===== src/rtl/ultrasonic_echo_responder_pkg.sv =====
// rtl/ultrasonic_echo_responder_pkg.sv - shared state encoding and timing helpers
package ultrasonic_echo_responder_pkg;

    typedef enum logic [2:0] {
        ST_IDLE    = 3'd0,
        ST_TRIG_HI = 3'd1,
        ST_BURST   = 3'd2,
        ST_ECHO    = 3'd3,
        ST_HOLDOFF = 3'd4
    } state_t;

    localparam int unsigned US_PER_CM_DEFAULT = 58;

    // Clock cycles per microsecond; CLK_HZ is expected to be a whole number of MHz.
    function automatic int unsigned cyc_per_us(input int unsigned clk_hz);
        return clk_hz / 1_000_000;
    endfunction

endpackage


===== src/rtl/ultrasonic_echo_responder_if.sv =====
// rtl/ultrasonic_echo_responder_if.sv - trigger/echo ranging link between initiator and responder
interface ultrasonic_echo_responder_if;
    logic        trigger;
    logic [15:0] distance_cm;
    logic        echo;
    logic        busy;
    logic        short_trig;
    logic [15:0] latched_cm;

    modport master (
        output trigger, distance_cm,
        input  echo, busy, short_trig, latched_cm
    );

    modport slave (
        input  trigger, distance_cm,
        output echo, busy, short_trig, latched_cm
    );
endinterface


===== src/rtl/ultrasonic_echo_responder_us_tick_gen.sv =====
// rtl/ultrasonic_echo_responder_us_tick_gen.sv - microsecond prescaler with synchronous restart
module us_tick_gen #(
    parameter int unsigned CYC_PER_US = 50
) (
    input  logic clk,
    input  logic reset,
    input  logic clear,
    output logic tick
);
    localparam int unsigned CW = (CYC_PER_US > 1) ? $clog2(CYC_PER_US) : 1;
    localparam logic [CW-1:0] LAST = CW'(CYC_PER_US - 1);

    logic [CW-1:0] cnt_q, cnt_d;

    assign tick = (cnt_q == LAST);

    // Count 0..CYC_PER_US-1, wrapping on the tick; clear restarts the microsecond.
    always_comb begin
        cnt_d = cnt_q + CW'(1);
        if (clear || tick) begin
            cnt_d = '0;
        end
    end

    // Prescaler register.
    always_ff @(posedge clk) begin
        if (reset) begin
            cnt_q <= '0;
        end else begin
            cnt_q <= cnt_d;
        end
    end
endmodule


===== src/rtl/ultrasonic_echo_responder.sv =====
// rtl/ultrasonic_echo_responder.sv - HC-SR04 style responder: validates trigger, returns timed echo
module ultrasonic_echo_responder
    import ultrasonic_echo_responder_pkg::*;
#(
    parameter int unsigned CLK_HZ      = 50_000_000,
    parameter int unsigned TRIG_MIN_US = 10,
    parameter int unsigned BURST_US    = 250,
    parameter int unsigned US_PER_CM   = US_PER_CM_DEFAULT,
    parameter int unsigned MAX_CM      = 400,
    parameter int unsigned TIMEOUT_US  = 38000,
    parameter int unsigned HOLDOFF_US  = 60000
) (
    input  logic                         clk,
    input  logic                         reset,
    ultrasonic_echo_responder_if.slave   bus
);
    localparam int unsigned CYC_PER_US = cyc_per_us(CLK_HZ);
    localparam logic [15:0] TRIG_MIN   = 16'(TRIG_MIN_US);
    localparam logic [15:0] BURST_LAST = 16'(BURST_US - 1);
    localparam logic [15:0] HOLD_LAST  = 16'(HOLDOFF_US - 1);
    localparam logic [15:0] MAX_D      = 16'(MAX_CM);

    state_t      state_q, state_d;
    logic        trig_s1_q, trig_s1_d, trig_s2_q, trig_s2_d, trig_prev_q, trig_prev_d;
    logic        vld1_q, vld1_d, vld2_q, vld2_d, arm_q, arm_d;
    logic [15:0] us_cnt_q, us_cnt_d;
    logic        echo_q, echo_d, busy_q, busy_d, short_q, short_d;
    logic [15:0] latched_q, latched_d;
    logic        tick, state_chg, rise, fall, echo_done;
    logic [31:0] echo_w;

    us_tick_gen #(.CYC_PER_US(CYC_PER_US)) u_tick (
        .clk   (clk),
        .reset (reset),
        .clear (state_chg),
        .tick  (tick)
    );

    // A rise only counts once the synchronizer has shown trigger low after reset,
    // so a trigger held high through reset release is not mistaken for a request.
    assign rise = arm_q & trig_s2_q & ~trig_prev_q;
    assign fall = trig_prev_q & ~trig_s2_q;

    // Out-of-range distances select the timeout constant, bypassing the product.
    assign echo_w    = (latched_q >= 16'd1 && latched_q <= MAX_D) ?
                       32'(latched_q) * 32'(US_PER_CM) : 32'(TIMEOUT_US);
    assign echo_done = tick && ({16'd0, us_cnt_q} == echo_w - 32'd1);
    assign state_chg = (state_d != state_q);

    // Synchronizer, edge history and post-reset arming.
    always_comb begin
        trig_s1_d   = bus.trigger;
        trig_s2_d   = trig_s1_q;
        trig_prev_d = trig_s2_q;
        vld1_d      = 1'b1;
        vld2_d      = vld1_q;
        arm_d       = arm_q | (vld2_q & ~trig_s2_q);
    end

    // Next-state logic.
    always_comb begin
        state_d = state_q;
        case (state_q)
            ST_IDLE:    if (rise) state_d = ST_TRIG_HI;
            ST_TRIG_HI: if (fall) state_d = (us_cnt_q >= TRIG_MIN) ? ST_BURST : ST_IDLE;
            ST_BURST:   if (tick && us_cnt_q == BURST_LAST) state_d = ST_ECHO;
            ST_ECHO:    if (echo_done) state_d = ST_HOLDOFF;
            ST_HOLDOFF: if (tick && us_cnt_q == HOLD_LAST) state_d = ST_IDLE;
            default:    state_d = ST_IDLE;
        endcase
    end

    // Microsecond counter: clears on any state change, saturates at TRIG_MIN in TRIG_HI.
    always_comb begin
        us_cnt_d = us_cnt_q;
        if (state_chg) begin
            us_cnt_d = '0;
        end else if (tick) begin
            if (state_q == ST_TRIG_HI) begin
                if (us_cnt_q < TRIG_MIN) us_cnt_d = us_cnt_q + 16'd1;
            end else if (us_cnt_q != 16'hFFFF) begin
                us_cnt_d = us_cnt_q + 16'd1;
            end
        end
    end

    // Registered outputs, derived from the state being entered.
    always_comb begin
        echo_d    = (state_d == ST_ECHO);
        busy_d    = (state_d == ST_BURST) || (state_d == ST_ECHO) || (state_d == ST_HOLDOFF);
        short_d   = (state_q == ST_TRIG_HI) && fall && (us_cnt_q < TRIG_MIN);
        latched_d = latched_q;
        if (state_q == ST_TRIG_HI && state_d == ST_BURST) begin
            latched_d = bus.distance_cm;
        end
    end

    // State register.
    always_ff @(posedge clk) begin
        if (reset) begin
            state_q <= ST_IDLE;
        end else begin
            state_q <= state_d;
        end
    end

    // Datapath and output registers.
    always_ff @(posedge clk) begin
        if (reset) begin
            trig_s1_q   <= 1'b0;
            trig_s2_q   <= 1'b0;
            trig_prev_q <= 1'b0;
            vld1_q      <= 1'b0;
            vld2_q      <= 1'b0;
            arm_q       <= 1'b0;
            us_cnt_q    <= '0;
            echo_q      <= 1'b0;
            busy_q      <= 1'b0;
            short_q     <= 1'b0;
            latched_q   <= '0;
        end else begin
            trig_s1_q   <= trig_s1_d;
            trig_s2_q   <= trig_s2_d;
            trig_prev_q <= trig_prev_d;
            vld1_q      <= vld1_d;
            vld2_q      <= vld2_d;
            arm_q       <= arm_d;
            us_cnt_q    <= us_cnt_d;
            echo_q      <= echo_d;
            busy_q      <= busy_d;
            short_q     <= short_d;
            latched_q   <= latched_d;
        end
    end

    assign bus.echo       = echo_q;
    assign bus.busy       = busy_q;
    assign bus.short_trig = short_q;
    assign bus.latched_cm = latched_q;
endmodule

===== src/flat_wrapper.sv =====
// flat-port wrapper written by rule: the top's interface ports become plain ports
module ultrasonic_echo_responder_flat import ultrasonic_echo_responder_pkg::*;
#(
    parameter int unsigned CLK_HZ      = 50_000_000,
    parameter int unsigned TRIG_MIN_US = 10,
    parameter int unsigned BURST_US    = 250,
    parameter int unsigned US_PER_CM   = US_PER_CM_DEFAULT,
    parameter int unsigned MAX_CM      = 400,
    parameter int unsigned TIMEOUT_US  = 38000,
    parameter int unsigned HOLDOFF_US  = 60000
)
  (clk, reset, bus_trigger, bus_distance_cm, bus_echo, bus_busy, bus_short_trig, bus_latched_cm);
  ultrasonic_echo_responder_if bus_i ();
  input  logic clk;
  input  logic reset;
  input wire logic [$bits(bus_i.trigger)-1:0] bus_trigger;
  input wire logic [$bits(bus_i.distance_cm)-1:0] bus_distance_cm;
  output wire logic [$bits(bus_i.echo)-1:0] bus_echo;
  output wire logic [$bits(bus_i.busy)-1:0] bus_busy;
  output wire logic [$bits(bus_i.short_trig)-1:0] bus_short_trig;
  output wire logic [$bits(bus_i.latched_cm)-1:0] bus_latched_cm;
  assign bus_i.trigger = bus_trigger;
  assign bus_i.distance_cm = bus_distance_cm;
  assign bus_echo = bus_i.echo;
  assign bus_busy = bus_i.busy;
  assign bus_short_trig = bus_i.short_trig;
  assign bus_latched_cm = bus_i.latched_cm;
  ultrasonic_echo_responder #(.CLK_HZ(CLK_HZ), .TRIG_MIN_US(TRIG_MIN_US), .BURST_US(BURST_US), .US_PER_CM(US_PER_CM), .MAX_CM(MAX_CM), .TIMEOUT_US(TIMEOUT_US), .HOLDOFF_US(HOLDOFF_US)) u_core (.clk(clk), .reset(reset), .bus(bus_i));
endmodule

===== config.mk =====
export PLATFORM = sky130hd
export DESIGN_NAME = ultrasonic_echo_responder_flat
export DESIGN_NICKNAME = d
export VERILOG_FILES = /design/src/rtl/ultrasonic_echo_responder_pkg.sv /design/src/rtl/ultrasonic_echo_responder_if.sv /design/src/rtl/ultrasonic_echo_responder_us_tick_gen.sv /design/src/rtl/ultrasonic_echo_responder.sv /design/src/flat_wrapper.sv
export SDC_FILE = /design/constraint.sdc
export NUM_CORES = 1
export LEC_CHECK = 0
export ABC_CLOCK_PERIOD_IN_PS = 6290
export BUFFER_PORTS_ARGS = -buffer_cell sky130_fd_sc_hd__buf_2
export CORE_UTILIZATION = 60
export CTS_BUF_LIST = sky130_fd_sc_hd__clkbuf_8
export CTS_CLUSTER_SIZE = 24
export DETAILED_ROUTE_END_ITERATION = 12
export PLACE_DENSITY = 0.77
export SYNTH_ARGS = -nofsm -noshare
export SYNTH_HDL_FRONTEND = slang
export SYNTH_SLANG_ARGS = --single-unit

===== constraint.sdc =====
create_clock -name clk -period 6.29 [get_ports clk]
set_input_delay 1.258 -clock clk [delete_from_list [all_inputs] [get_ports clk]]
set_output_delay 1.258 -clock clk [all_outputs]
set_load 0.005 [all_outputs]

==> impl_results.md <==
* Run status: finished clean
* Async set or reset register ratio after synthesis at 0
* Final Routed Wirelength at 14.34 mm
* Fraction of layout cells with a size suffix above 1 at 0.1179
* Detailed placer's ending HPWL at 11.43 mm
* Number of hold buffers added after CTS at 0
* Portion of total power attributed to combinational logic at 0.037
* CP Data Arrival Time at 5.69 ns
* Capturing element type of the critical path: register
* Die Footprint at 10080 um2
* Height of the chip at 100.4 um
* Top cell type's share of synthesized area at 0.1723
* Overall overflow remaining after global route at 0
* Critical setup path kind: reg -> reg
* Largest area contributor in the netlist: dfxtp_1
* Switching Share at 0.2554
* Worst-Skew Late Latency at 0.31 ns
* Met2 wire length at 6.451 mm
* Most common cell in the netlist: ha_1
* Design internal power at 0.0004122 W
* Chip width at 100.4 um
* Cell Pwr Density at 89.87 nW/um2
* Metal1 wirelength at 6.813 mm
* Sum of met3 wire segment lengths after detailed routing at 828 um
* Endpoints failing hold at 0
* Cell-by-cell listing of the critical path: inv_1, fa_1, inv_1, ha_1, fa_1, ha_1, a21oi_1, o21ai_0, nand2b_1, o211ai_1, nand4_1, and3_1, o32ai_1, a21oi_1, nor4_4, buf_4, a211oi_1
* Placeable core area at 9328 um2
* Syn_area_per_cell at 8.333 um2
* H-tree levels at 2
* Total net switching power at 0.0001414 W
* Number of antenna violations at the first check in global routing at 0
* Slowest cell on the critical path: fa_1
* Slew of the pin with the lowest slew margin at 1.146 ns
* Launch point of the worst reg-to-reg path: u_core.bus.latched_cm[6]
* Highest clock frequency the design can meet at 0.1803 GHz
* Hold worst-path end: u_core.trig_prev_d
* Vias per cell at 6.118
* Number of vias in the routed layout at 5200
* Startpoint Class: register
* Layout overhead on the synthesized area at 6.053%
* Cell at the root of the clock tree: clkbuf_8
* Clock slew at reported path FFs at 0.10 ns
* Net Count, Synth at 806
* PnR Total Power at 0.0005536 W
* Placer Congestion at 0.9599
* Cells after synthesis at 697
* Global-route wire length before repair at 24.83 mm
* Floorplan row count at 35
* Crit path max-delay family: adder cells
* Fin crit period at 5.546 ns
* Count of cell types in the netlist at 78
* Top layer reached by signal wires: met4
* Diode insertion count for antenna repair at 0
* Setup slack of the most critical reg-to-reg path at 0.74 ns
* Number of flops mapped to enable cells by yosys at 0
* TritonCTS clock tree: built
* Post-CTS Setup Repair Bufs at 0
* Worst path buffer plus inverter count at 3
* Final worst-path cycle share at 0.8818
* Post-CTS resize count at 0
* Number of violations reported at the end of detailed-routing iteration 0 at 355
* Number of nets with antenna violations after detailed routing at 0
* Yosys warnings at 0
* Leakage power figure at 2.788 nW
* Peak ir drop on the vdd network at 0.1106 mV
* Number of global-route vias before repair at 5203
* Number of stages on the worst hold path at 1
* Clock Sink Count at 50
* Register bit total from synthesis at 50
* Final number of max-transition violations at 0
* Min-Delay Startpoint: u_core.trig_s1_q
* Number of buffers created by CTS at 5
* Critical Path Fanout Max at 16
* Commonest cells in the synthesized netlist: ha_1, inv_1, nor2_1, dfxtp_1, nand2_1
* DRC violations left at 0
* Initial standard-cell utilization of the core at 0.6227
* FF-to-FF path depth at 17
* Min-Delay Path Class: reg -> reg
* Final setup violating endpoints at 0
* Pin count of the biggest net entering global routing at 26
* Mapped cell area at 5808 um2
* Routed length per instance at 16.87 um
* Dominant register cell in the synthesized netlist: dfxtp_1
* Proportion of power drawn by flip-flops and latches at 0.583
* End of the worst register-to-register path: u_core.us_cnt_q[4]
* Clk buf depth at 2
* Clk pwr share at 0.379
* Seq/Total Area, Yosys at 0.1723
* RSZ-0062 raised after global routing: no
* Count of input and output buffers at 37
* Worst EP required at 6.43 ns
* Total negative slack at 0 ns
* I/O pins at 38
* Crit-path max cell delay at 0.56 ns
* Synth area leaders: dfxtp_1, ha_1, fa_1
* Logic depth of the worst setup path including buffers at 17
* GRT Resource Usage Total at 0.3035
* Number of detailed-routing iterations run before antenna repair at 5
* Maxcap violations at 0
* Setup Skew at 0.01207 ns
* Slew margin rel. at 0.2320
* Final Net Count at 829
## state kept, by name (all words and copies together) (netlist names)
signal,cells
u_core.bus.latched_cm,16
u_core.us_cnt_q,16
u_core.u_tick.cnt_q,6
u_core.state_q,3
u_core.arm_q,1
u_core.bus.busy,1
u_core.bus.echo,1
u_core.bus.short_trig,1
u_core.trig_prev_d,1
u_core.trig_prev_q,1
u_core.trig_s1_q,1
u_core.vld1_q,1
u_core.vld2_q,1
## cell usage in the layout (no fill, tap or decap), types with 16 or more instances in the layout
cell      n
a21oi_1  43
inv_1    58
nand3_1  29
nor3_1   26
ha_1     63
nor2_1   53
nand2_1  48
o21ai_0  23
buf_2    37
mux2i_1  18
xnor2_1  22
dfxtp_1  50
fa_1     27
nand4_1  16
## cell type report
type	count	area [um2]
Tap cell	129	161.4
Multi-Input combinational cell	565	4474
Timing Repair Buffer	40	207.7
Sequential cell	50	1001
Inverter	58	217.7
Fill cell	828	3168
Clock inverter	3	28.78
Clock buffer	5	68.82
## logic make-up after synthesis
logic type      Yosys count  share of synthesized area
compound gates          156                     0.1976
fa+ha+maj                90                     0.2288
xor+xnor                 40                    0.06527
simple gates            259                     0.2439
mux                      20                    0.03490
buf+inv                  82                    0.05730
flops                    50                     0.1723
## power by group through the flow
stage	clock [W]	combinational (W)	sequential, W
2_1_floorplan	0	0.0000114	0.000329
3_3_place_gp	0	0.0000189	0.000330
3_5_place_dp	0	0.0000207	0.000330
4_1_cts	0.000213	0.0000207	0.000323
5_1_grt	0.000224	0.0000234	0.000324
6_report	0.000210	0.0000205	0.000323
## how the worst max path moves through the flow
stage	startpoint	endpoint	slack, ns
global placement	u_core.bus.latched_cm[7]	u_core.us_cnt_q[1]	0.98
detailed placement	u_core.bus.latched_cm[6]	u_core.us_cnt_q[1]	0.87
CTS	u_core.bus.latched_cm[6]	u_core.us_cnt_q[14]	0.84
global route	u_core.bus.latched_cm[7]	u_core.us_cnt_q[1]	0.49
finish	u_core.bus.latched_cm[6]	u_core.us_cnt_q[4]	0.74
floorplan	u_core.bus.latched_cm[7]	u_core.us_cnt_q[10]	1.27
## routing by layer
metal / global-route usage / up-vias
met2: 0.5026 / 188
li1: - / 2545
met4: 0.07692 / 0
met1: 0.4221 / 2444
met3: 0.03343 / 23
met5: 0 / -
## metrics by stage
stage	instances	hold WS, ns	setup slack [ns]	util	area (um2)
floorplan	697	0.4138	1.268	-	5808
global placement	842	0.4215	0.9793	0.6499	6062
detailed placement	842	0.4338	0.8712	0.6499	6062
CTS	850	0.4593	0.8395	0.6604	6160
global route	850	0.4742	0.4948	0.6604	6160
finish	850	0.4557	0.7435	0.6604	6160
Power figures use the tool's default switching activity.
